===== src/rtl/voice_allocator.sv =====
// Polyphonic voice scheduler: maps UART key messages onto C_VOICES timed voice channels.
// Latency: outputs update 2 cycles after the accepted UART_valid rising edge (IDLE->DECODE->APPLY).
// Backpressure: none; messages accepted outside IDLE, with errors or code 0 are dropped and counted.
// Optional build macro VOICE_STEAL_EN: when defined, a note-on with no free voice steals the voice
// closest to expiry; when undefined, that note-on is dropped and counted instead.
module voice_allocator #(
  parameter int C_CLK_FRQ = 100_000_000,
  parameter int C_MUSIC   = 5,
  parameter int C_VOICES  = 4
) (
  input  logic                  clk,
  input  logic                  rstb,
  input  logic                  UART_valid,
  input  logic                  UART_err,
  input  logic [7:0]            UART_msg,
  output logic [C_VOICES-1:0]   voice_en,
  output logic [7*C_VOICES-1:0] voice_note,
  output logic                  steal,
  output logic [7:0]            drop_cnt
);

  localparam int unsigned C_T = C_CLK_FRQ / 1000 * C_MUSIC;
  localparam int TW = $clog2(C_T + 1);
  localparam int IW = $clog2(C_VOICES);

  typedef enum logic [1:0] {S_IDLE, S_DECODE, S_APPLY} state_t;

  state_t              r_state, w_state_nxt;
  logic                r_valid_q;
  logic [7:0]          r_msg;
  logic [C_VOICES-1:0] r_voice_en;
  logic [6:0]          r_note  [C_VOICES];
  logic [TW-1:0]       r_timer [C_VOICES];
  logic                r_steal;
  logic [7:0]          r_drop_cnt;
  logic                r_match_vld, r_free_vld;
  logic [IW-1:0]       r_match_idx, r_free_idx;

  logic                w_accept, w_good, w_drop_acc, w_full_drop, w_steal_nxt;
  logic                w_match_vld, w_free_vld;
  logic [IW-1:0]       w_match_idx, w_free_idx;
  logic [C_VOICES-1:0] w_wr, w_clr;
  logic [8:0]          w_drop_sum;
`ifdef VOICE_STEAL_EN
  logic [IW-1:0]       r_victim_idx, w_victim_idx;
  logic [TW-1:0]       w_victim_tmr;
`endif

  // One accept per rising edge of UART_valid; good accepts need IDLE, no error, non-zero code.
  assign w_accept   = UART_valid & ~r_valid_q;
  assign w_good     = w_accept & ~UART_err & (UART_msg[6:0] != 7'd0) & (r_state == S_IDLE);
  assign w_drop_acc = w_accept & ~w_good;
  assign w_drop_sum = {1'b0, r_drop_cnt} + {8'd0, w_drop_acc} + {8'd0, w_full_drop};

  // FSM state register, edge detector and latched message.
  always_ff @(posedge clk or negedge rstb) begin
    if (!rstb) begin
      r_state   <= S_IDLE;
      r_valid_q <= 1'b0;
      r_msg     <= 8'd0;
    end else begin
      r_state   <= w_state_nxt;
      r_valid_q <= UART_valid;
      if (w_good) r_msg <= UART_msg;
    end
  end

  // Next-state: a good accept walks IDLE -> DECODE -> APPLY -> IDLE.
  always_comb begin
    w_state_nxt = S_IDLE;
    case (r_state)
      S_IDLE:   w_state_nxt = w_good ? S_DECODE : S_IDLE;
      S_DECODE: w_state_nxt = S_APPLY;
      default:  w_state_nxt = S_IDLE;
    endcase
  end

  // Decode on pre-expiry state; scanning downward lets the lowest index win every tie.
  always_comb begin
    w_match_vld = 1'b0;
    w_match_idx = '0;
    w_free_vld  = 1'b0;
    w_free_idx  = '0;
`ifdef VOICE_STEAL_EN
    w_victim_idx = '0;
    w_victim_tmr = '1;
`endif
    for (int i = C_VOICES - 1; i >= 0; i--) begin
      if (r_voice_en[i] && (r_note[i] == r_msg[6:0])) begin
        w_match_vld = 1'b1;
        w_match_idx = IW'(i);
      end
      if (!r_voice_en[i]) begin
        w_free_vld = 1'b1;
        w_free_idx = IW'(i);
      end
`ifdef VOICE_STEAL_EN
      if (r_voice_en[i] && (r_timer[i] <= w_victim_tmr)) begin
        w_victim_tmr = r_timer[i];
        w_victim_idx = IW'(i);
      end
`endif
    end
  end

  // Hold decode results for the APPLY cycle.
  always_ff @(posedge clk or negedge rstb) begin
    if (!rstb) begin
      r_match_vld <= 1'b0;
      r_match_idx <= '0;
      r_free_vld  <= 1'b0;
      r_free_idx  <= '0;
`ifdef VOICE_STEAL_EN
      r_victim_idx <= '0;
`endif
    end else if (r_state == S_DECODE) begin
      r_match_vld <= w_match_vld;
      r_match_idx <= w_match_idx;
      r_free_vld  <= w_free_vld;
      r_free_idx  <= w_free_idx;
`ifdef VOICE_STEAL_EN
      r_victim_idx <= w_victim_idx;
`endif
    end
  end

  // APPLY action: retrigger match, fill free voice, else steal or drop; note-off clears match.
  always_comb begin
    w_wr        = '0;
    w_clr       = '0;
    w_steal_nxt = 1'b0;
    w_full_drop = 1'b0;
    if (r_state == S_APPLY) begin
      if (r_msg[7]) begin
        if (r_match_vld) w_clr[r_match_idx] = 1'b1;
      end else if (r_match_vld) begin
        w_wr[r_match_idx] = 1'b1;
      end else if (r_free_vld) begin
        w_wr[r_free_idx] = 1'b1;
      end else begin
`ifdef VOICE_STEAL_EN
        w_wr[r_victim_idx] = 1'b1;
        w_steal_nxt        = 1'b1;
`else
        w_full_drop = 1'b1;
`endif
      end
    end
  end

  // Per-voice state: an APPLY write beats a same-cycle expiry; active timers count down to 0.
  always_ff @(posedge clk or negedge rstb) begin
    if (!rstb) begin
      r_voice_en <= '0;
      for (int i = 0; i < C_VOICES; i++) begin
        r_note[i]  <= 7'd0;
        r_timer[i] <= '0;
      end
    end else begin
      for (int i = 0; i < C_VOICES; i++) begin
        if (w_wr[i]) begin
          r_voice_en[i] <= 1'b1;
          r_note[i]     <= r_msg[6:0];
          r_timer[i]    <= TW'(C_T);
        end else if (w_clr[i]) begin
          r_voice_en[i] <= 1'b0;
          r_timer[i]    <= '0;
        end else if (r_voice_en[i]) begin
          r_timer[i] <= r_timer[i] - 1'b1;
          if (r_timer[i] == TW'(1)) r_voice_en[i] <= 1'b0;
        end
      end
    end
  end

  // Steal pulse and saturating drop counter.
  always_ff @(posedge clk or negedge rstb) begin
    if (!rstb) begin
      r_steal    <= 1'b0;
      r_drop_cnt <= 8'd0;
    end else begin
      r_steal    <= w_steal_nxt;
      r_drop_cnt <= w_drop_sum[8] ? 8'hFF : w_drop_sum[7:0];
    end
  end

  // Pack per-voice notes onto the flat output bus.
  always_comb begin
    voice_note = '0;
    for (int i = 0; i < C_VOICES; i++) voice_note[7*i +: 7] = r_note[i];
  end

  assign voice_en = r_voice_en;
  assign steal    = r_steal;
  assign drop_cnt = r_drop_cnt;

endmodule


===== config.mk =====
export PLATFORM = sky130hd
export DESIGN_NAME = voice_allocator
export DESIGN_NICKNAME = d
export VERILOG_FILES = /design/src/rtl/voice_allocator.sv
export SDC_FILE = /design/constraint.sdc
export NUM_CORES = 1
export LEC_CHECK = 0
export BUFFER_PORTS_ARGS = -buffer_cell sky130_fd_sc_hd__buf_2
export CAP_MARGIN = 20
export CORE_UTILIZATION = 45
export DETAILED_ROUTE_END_ITERATION = 8
export REMOVE_ABC_BUFFERS = 1
export SETUP_SLACK_MARGIN = 0.05
export SYNTH_ARGS = -nofsm -noshare
export SYNTH_HDL_FRONTEND = slang
export SYNTH_SLANG_ARGS = --single-unit
export TNS_END_PERCENT = 20

===== constraint.sdc =====
create_clock -name clk -period 6 [get_ports clk]
set_input_delay 0.9 -clock clk [delete_from_list [all_inputs] [get_ports clk]]
set_output_delay 0.9 -clock clk [all_outputs]
set_load 0.02 [all_outputs]

Word level (Yosys, flattened, before mapping)

Index checks and enable logic that the tools add are counted.
Widths: inputs -> output; s select.

Add/subtract/negate cells: 6
Order comparisons: 4
Equality and inequality tests: 10
Muxes and demuxes: 62
Bitwise gates (word level): 8
Reduce and logical (&&, ||, !) cells: 12

Operator list:

| cell                  | number |
|---|---|
| $mux 19               | 12 |
| $eq 19x1->1 const B   | 4 |
| $sub 19x1->19 const B | 4 |
| $mux 1                | 31 |
| $eq 7x7->1            | 4 |
| $mux 4                | 7 |
| $mux 2                | 8 |
| $reduce_bool 3->1     | 4 |
| $add 8x1->9           | 1 |
| $add 9x1->9           | 1 |
| $mux 8                | 1 |
| $reduce_bool 7->1     | 1 |
| $logic_and 1x1->1     | 6 |
| $lt 2x3->1 const B    | 2 |
| $and 1x1->1           | 5 |
| $demux 1 s2           | 2 |
| $ge 2x1->1 const B    | 2 |
| $pmux 2 s2            | 1 |
| $not 1->1             | 3 |
| $eq 2x1->1 const B    | 1 |
| $eq 2x2->1 const B    | 1 |
| $logic_not 2->1       | 1 |

Register bits: 133
Input port bits: 12
Output and inout port bits: 41
Logic and storage cells: 119

Logic depth before layout (Yosys ltp)

Gate-level depths: netlist of the first run.

Word-level depth: 10
Depth in mapped cells: 11
Mapped depth without buffers: 11

Worst setup path before layout of the first run

No wires, ideal clock.

Kind: input -> register
Start point: in UART_valid
End point: reg r_drop_cnt[0], in the netlist drop_cnt[0]
Library setup time: 0.124 ns
Data arrival time: 3.065 ns
Data required time: 5.876 ns
Path slack: 2.811 ns
Stages: 11
Buffers on the path: 0
Cell sequence: nand2b_1 nor4_2 o41ai_4 inv_1 nor2_1 fa_1 ha_1 and3_1 and3_1 nand3_1 nand2b_1

Longest elaborated chain between the ends: 9

Ends and longest elaborated chain:

| element                  | line | text |
|---|---|---|
| start: declaration       | 13   | `input logic UART_valid,` |
| $and 1x1->1              | 50   | `assign w_accept = UART_valid & ~r_valid_q;` |
| $and 1x1->1 (3 in a row) | 51   | `assign w_good = w_accept & ~UART_err & (UART_msg[6:0] != 7'd0) & (r_state == S_IDLE);` |
| net w_good               | 39   | `logic w_accept, w_good, w_drop_acc, w_full_drop, w_steal_nxt;` |
| $not 1->1                | 52   | `assign w_drop_acc = w_accept & ~w_good;` |
| $and 1x1->1              | 52   |  |
| $add 8x1->9              | 53   | `assign w_drop_sum = {1'b0, r_drop_cnt} + {8'd0, w_drop_acc} + {8'd0, w_full_drop};` |
| $add 9x1->9              | 53   |  |
| $mux 8                   | 183  | `r_drop_cnt <= w_drop_sum[8] ? 8'hFF : w_drop_sum[7:0];` |
| end signal: assignment   | 183  |  |
| end: declaration         | 35   | `logic [7:0] r_drop_cnt;` |

The timed path passes the listed nets, and every way through them passes these cells.
A chain may end at the register's enable or synchronous reset.

Worst setup path in the final report of the first run

Start point: in UART_valid
End point: reg r_drop_cnt[1], in the netlist drop_cnt[1]

The elaborated chain is that of the path after synthesis.

==> impl_results.md, run 1 <==
* Max-capacitance violation count at 0
* Max Clk Rate at 306 MHz
* Post-synth top cells: dfrtp_1, nor2_1, xnor2_1
* DRT antenna net count at 0
* Row cnt at 43
* FF-to-FF setup slack at 2860 ps
* Avg WL per Cell at 15.0 um
* Clock sinks at 133
* DRC Markers at 0
* Die width at 122 um
* Crit Path Max Fanout at 9
* First-pass GRT wire length at 22100 um
* Sequential element share of the synthesized area at 51.3%
* Cell area after layout at 7540 sq um
* Critical path class: input pin to register
* Skew-Pair Late Insertion Delay at 430 ps
* Maximum root-to-sink buffer count at 2
* Synth top area share at 51.3%
* VDD IR max at 0.244 mV
* Slew Limit Headroom at 34.3%
* Pwr/cell area at 479 nW/um^2
* Worst hold path type: input pin to async pin
* Slew Viols, Final at 0
* Vias/cell at 5.29
* Status: complete, no violations
* Ant. Diodes at 0
* Leak at 3.52 nW
* Top_reg_cell synth: dfrtp_1
* 1st-pass router iterations at 4
* Fraction of the cycle the final worst path needs at 54.4%
* Synth area leader: dfrtp_1
* WP data required at 6290 ps
* Final hold viol count at 0
* FF+latch count, synth at 133
* Starting DRT DRC Count at 167
* Share of cells above drive strength 1 at 17.2%
* Mapped Cells at 629
* Postcts setup bufs at 0
* Routed vias at 4601
* Startpoint type of the worst setup path: input pin
* Final setup violation count at 0
* Full die area at 14900 sq um
* Worst setup margin at 2740 ps
* Setup TNS at 0 ps
* Die height at 122 um
* Cell Area, Placed at 6890 sq um
* Root Driver: clkbuf_16
* Most common cell in the netlist: dfrtp_1
* I/O Pins at 53
* P&R area growth vs syn at 16.2%
* EDFF count, synth at 0
* Initial antenna violation count at 0
* Syn avg cell area at 10.3 sq um
* Setup crit end kind: register
* Synth area leaders: dfrtp_1, xnor2_1, mux2_2
* Nets at 699
* Setup Skew at 21.7 ps
* FF-to-FF Start: r_state[0]$_DFF_PN0_
* Ys Warns at 0
* Asr flop ratio synth at 100%
* Worst Path Arrival at 3560 ps
* Starting Density at 46.4%
* Worst Tran Pin Value at 978 ps
* Unique masters post-synth at 48
* Core area at 14000 sq um
* Placement Setup Slack at 2280 ps
* Worst setup path startpoint: UART_valid
* TritonCTS clock tree: yes
* Pin count of the biggest net entering global routing at 84
* Post-Synthesis Cell Area at 6490 sq um
* Routability cong. at 0.779
* Final Critical Period at 3260 ps
* Clock transition at path regs at 60 ps
* Final WL at 13000 um
* GRT Util Overall at 19.5%
* Gr ovfl total at 0
* RSZ-0062 raised after global routing: no
* Num CTS Buffers at 17
* Vias in the first global route at 4652
* H-tree depth at 4
* Post-DP HPWL at 9040 um
* I/O Buffers at 51
* # hold bufs at CTS at 0
* Layout fillers at 1268
* Post-CTS resize count at 0
-- power breakdown --
part | total [mW] | internal [mW] | switching [mW]
sequential | 1.53 | 1.19 | 0.344
clock | 1.08 | 0.717 | 0.368
combinational | 0.999 | 0.469 | 0.530
total | 3.61 | 2.37 | 1.24
-- cell families (layout without fill, tap and decap cells) --
| kind of cell | Yosys count | after routing | share of synthesized area, % |
|---|---|---|---|
| xor gates and xnor gates | 99 | 99 | 13.4 |
| adders and majority gates | 10 | 10 | 2.04 |
| buffers and inverters | 40 | 101 | 2.49 |
| muxes | 29 | 29 | 5.03 |
| other | 1 | 1 | 0.0578 |
| and+or+nand+nor | 257 | 257 | 20.0 |
| DFF | 133 | 133 | 51.3 |
| AOI/OAI and AO/OA | 60 | 60 | 5.69 |
-- critical path, cell delays in order --
cell and delay, ps:
buf_2 90, nand2b_1 80, nor4_2 660, o41ai_4 310, inv_1 160, nor2_1 60, fa_1 380, ha_1 230
and3_1 220, and3_1 200, nand3_1 190, nand2b_1 80
-- routing by layer --
metal	up-vias	share of wire, %	routed length (um)	GRT usage [%]
li1	2252	-	-	-
met1	2264	47	6170	24.9
met2	73	47	6160	30.7
met3	12	4.2	545	6.32
met4	0	1.2	156	7.09
met5	-	0	0	0
-- worst paths after layout --
path / end / cells after the start
worst max-delay path: drop_cnt[1]$_DFF_PN0_ / 12
worst min-delay path: r_timer[7]$_DFFE_PN0P_ / 1
worst max register to register: drop_cnt[1]$_DFF_PN0_ / 10
worst min register to register: drop_cnt[6]$_DFF_PN0_ / 1
max in group asynchronous: r_timer[11]$_DFFE_PN0P_ / 3
min in group clk: drop_cnt[6]$_DFF_PN0_ / 1
-- cell type report --
cell class                 count  area, sq um  area share (%)
timing repair buffer          56          315            4.18
sequential                   133         3330            44.2
clock inverter                 8          146            1.94
clock buffer                  24          472            6.26
inverter                      13         48.8           0.647
multi-input combinational    456         3000            39.8
tap                          180          225            2.99
-- sequential cells by signal, summed over array words and instances, names as in the netlist --
name and flops:
r_timer 76, voice_note 28, drop_cnt 8, r_msg 8, voice_en 4, r_free_idx 2, r_match_idx 2, r_state 2
r_free_vld 1, r_match_vld 1, r_valid_q 1
-- cells in the final DEF (no fill, tap or decap), types with 3 or more instances in the layout --
| cell type | count |
|---|---|
| clkbuf_1 | 5 |
| nand3b_1 | 7 |
| clkbuf_16 | 17 |
| nor2b_1 | 4 |
| bufinv_16 | 4 |
| nand2b_1 | 6 |
| o21ai_1 | 24 |
| and3_1 | 6 |
| o31ai_1 | 3 |
| buf_2 | 50 |
| a21oi_1 | 6 |
| ha_1 | 9 |
| or3_1 | 5 |
| nand4_1 | 11 |
| a211oi_1 | 4 |
| nor4_1 | 17 |
| inv_1 | 13 |
| xor2_1 | 27 |
| buf_4 | 5 |
| nor2_1 | 81 |
| nand2_1 | 51 |
| o21ai_0 | 13 |
| mux2_2 | 28 |
| nor3_1 | 26 |
| or4_1 | 9 |
| nand3_1 | 13 |
| xnor2_1 | 72 |
| dfrtp_1 | 133 |
| nor3b_1 | 4 |
-- stage by stage --
step / hold WS, ps / power, mW / cells / util, %
floorplan: 502 / 2.23 / 602 / -
global placement: 517 / 2.49 / 837 / 49.3
detailed placement: 523 / 2.54 / 837 / 49.3
CTS: 536 / 3.65 / 869 / 53.7
global route: 306 / 3.86 / 870 / 53.9
finish: 325 / 3.61 / 870 / 53.9
Power figures use the tool's default switching activity.
==> run 2, diff against run 1 <==
==> constraint.sdc (replaced) <==
create_clock -name clk -period 3.3 [get_ports clk]
set_input_delay 0.495 -clock clk [delete_from_list [all_inputs] [get_ports clk]]
set_output_delay 0.495 -clock clk [all_outputs]
set_load 0.02 [all_outputs]
==> run 2 against run 1 <==
  * Power increased by 71%
  * Count of clock-buffer cells in the layout down 1
  * Global-route usage is 0.14 points higher
  * Combinational power is 81% higher
  * Setup slack got worse by 2100 ps
  * Critical path depth shrank 2
  * Routed wire length increased by 0.36%
  * Clock power up 48%
  * Register-to-register slack got worse by 2200 ps
  * Critical endpoint is now drop_cnt[2]$_DFF_PN0_
  * Largest cell class unchanged
==> impl_results.md, run 2 (synthesized netlist as in run 1, its figures left out) <==
* Status: complete, no violations (unchanged)
* I/O Buffers at 51 (unchanged)
* Setup TNS at 0 ps (unchanged)
* RSZ-0062 raised after global routing: no (unchanged)
* Sequential power share at 45.0% (was 42.3%)
* I/O Pins at 53 (unchanged)
* Postcts setup bufs at 0 (unchanged)
* Share of cells above drive strength 1 at 17.2% (unchanged)
* Nets at 702 (was 699)
* Max stage delay cell, worst path: nor4_2 (unchanged)
* Max Clk Rate at 380 MHz
* VDD IR max at 0.459 mV (was 0.244 mV)
* Fin cells at 870 (unchanged)
* TritonCTS clock tree: yes (unchanged)
* GRT Util Overall at 19.6% (was 19.5%)
* Final Critical Period at 2630 ps
* Final setup violation count at 0 (unchanged)
* Final hold viol count at 0 (unchanged)
* Top reg by flops: r_timer (unchanged)
* H-tree depth at 4 (unchanged)
* Largest register FFs at 76 (unchanged)
* Full die area at 14900 sq um (unchanged)
* Root Driver: clkbuf_16 (unchanged)
* Critical path class: register to register (was input pin to register)
* Fraction of the cycle the final worst path needs at 79.7%
* Int Pwr at 3.96 mW (was 2.37 mW)
* Row cnt at 43 (unchanged)
* Post-DP HPWL at 9080 um (was 9040 um)
* Setup Skew at 6.58 ps (was 21.7 ps)
* Max stage delay on crit path at 490 ps (was 660 ps)
* Slew Limit Headroom at 34.9% (was 34.3%)
* Slew Viols, Final at 0 (unchanged)
* Clock sinks at 133 (unchanged)
* Maximum root-to-sink buffer count at 2 (unchanged)
* FF-to-FF setup slack at 670 ps (was 2860 ps)
* Initial antenna violation count at 0 (unchanged)
* Pwr/cell area at 832 nW/um^2 (was 479 nW/um^2)
* First-pass GRT wire length at 22500 um (was 22100 um)
* Vias in the first global route at 4596 (was 4652)
* Avg WL per Cell at 15.0 um (about the same)
* Starting DRT DRC Count at 221 (was 167)
* DRC Markers at 0 (unchanged)
* WP data required at 3600 ps (was 6290 ps)
* Worst Path Arrival at 2930 ps (was 3560 ps)
* CP most frequent cell: and3_1
* Worst Tran Pin Value at 971 ps (was 978 ps)
* Setup crit end kind: register (unchanged)
* Routability cong. at 0.765 (was 0.779)
* Most common cell after layout, fill and taps aside: dfrtp_1 (unchanged)
* Crit Path Max Fanout at 6 (was 9)
* Clock Power Share at 25.8% (was 30.0%)
* Skew-Pair Late Insertion Delay at 420 ps (was 430 ps)
* Starting Density at 46.4% (unchanged)
* Clock transition at path regs at 50 ps (was 60 ps)
* DRT antenna net count at 0 (unchanged)
* Leak at 3.48 nW (was 3.52 nW)
* Die width at 122 um (unchanged)
* # hold bufs at CTS at 0 (unchanged)
* Vias/cell at 5.32 (was 5.29)
* Commonest non-fill, non-tap cells in the layout: dfrtp_1, nor2_1, xnor2_1 (unchanged)
* Die height at 122 um (unchanged)
* Startpoint type of the worst setup path: register (was input pin)
* Routed vias at 4628 (was 4601)
* Worst hold path type: input pin to async pin (unchanged)
* Post-CTS resize count at 0 (unchanged)
* Gr ovfl total at 0 (unchanged)
* P&R area growth vs syn at 14.5% (was 16.2%)
* Ant. Diodes at 0 (unchanged)
* Num CTS Buffers at 17 (unchanged)
* 1st-pass router iterations at 4 (unchanged)
* Max-capacitance violation count at 0 (unchanged)
* Core area at 14000 sq um (unchanged)
* Combinational share of power at 29.2% (was 27.6%)
* Pin count of the biggest net entering global routing at 54 (was 84)
* Sw Pwr at 2.22 mW (was 1.24 mW)
* Dpl cells at 840 (was 837)
* Switching Fraction at 35.9% (was 34.4%)
* Final WL at 13100 um (was 13000 um)
* Critical path cell sequence: nor4_2, o41ai_4, inv_1, nor2_1, fa_1, ha_1, and3_1, and3_1, nand3_1, nand2_1 (was buf_2, nand2b_1, nor4_2, o41ai_4, inv_1, nor2_1, fa_1, ha_1, and3_1, and3_1, nand3_1, nand2b_1)
[run 2: cell count changes in the layout (fill, tap and decap cells not counted)]
cell,delta
clkbuf_8,-1
inv_6,-1
bufinv_16,-4
buf_12,+1
clkinv_2,+3
buf_16,-1
buf_4,+2
buf_6,+1
[run 2: metrics by stage]
step	total power, mW	util, %	setup WS [ps]	area [sq um]	hold WS [ps]
2_1_floorplan	4.06	-	516	6370	199
3_3_place_gp	4.54	49.5	502	6920	519
3_5_place_dp	4.61	49.5	389	6930	526
4_1_cts	6.24	53.1	438	7420	119
5_1_grt	6.63	53.1	440	7430	156
6_report	6.18	53.1	669	7430	109
[run 2: metal layers]
| layer | global-route usage [%] | vias to the layer above | part of all wire [%] |
|---|---|---|---|
| met4 | 8.00 | 0 | 1.7 |
| met3 | 5.48 | 17 | 4.7 |
| met2 | 29.8 | 70 | 46 |
| li1 | - | 2263 | - |
| met5 | 0 | - | 0 |
| met1 | 26.3 | 2278 | 47 |
[run 2: power by group through the flow]
| stage | clock network [mW] | registers, mW | logic [mW] |
|---|---|---|---|
| 6_report | 1.60 | 2.78 | 1.81 |
| 3_5_place_dp | 0 | 2.79 | 1.82 |
| 4_1_cts | 1.63 | 2.77 | 1.83 |
| 5_1_grt | 1.70 | 2.87 | 2.05 |
| 2_1_floorplan | 0 | 2.78 | 1.28 |
| 3_3_place_gp | 0 | 2.77 | 1.77 |
[run 2: final timing paths]
check,startpoint,to,depth (start not counted)
min,rstb,r_timer[12]$_DFFE_PN0P_,1
max,r_state[0]$_DFF_PN0_,drop_cnt[2]$_DFF_PN0_,10
max in group asynchronous,rstb,voice_note[6]$_DFFE_PN0P_,3
min reg2reg,r_timer[61]$_DFFE_PN0P_,r_timer[61]$_DFFE_PN0P_,2
max reg2reg,r_state[0]$_DFF_PN0_,drop_cnt[2]$_DFF_PN0_,10
min in group clk,UART_valid,r_valid_q$_DFF_PN0_,1
[run 2: cell type report]
cell class / instances / area [sq um]
flip-flops and latches: 133 / 3330
inverters: 13 / 48.8
repair buffers: 59 / 334
clock inverters: 6 / 32.5
fillers: 1226 / 6560
well taps: 180 / 225
multi-input cells: 456 / 3000
clock buffers: 23 / 458
[run 2: worst max-delay path: cells and delay by family (launching register included)]
kind / cells / cell delay, ps
fa+ha+maj: 2 / 610
buf+inv: 1 / 100
flops: 1 / 390
compound gates: 1 / 170
simple gates: 6 / 1230
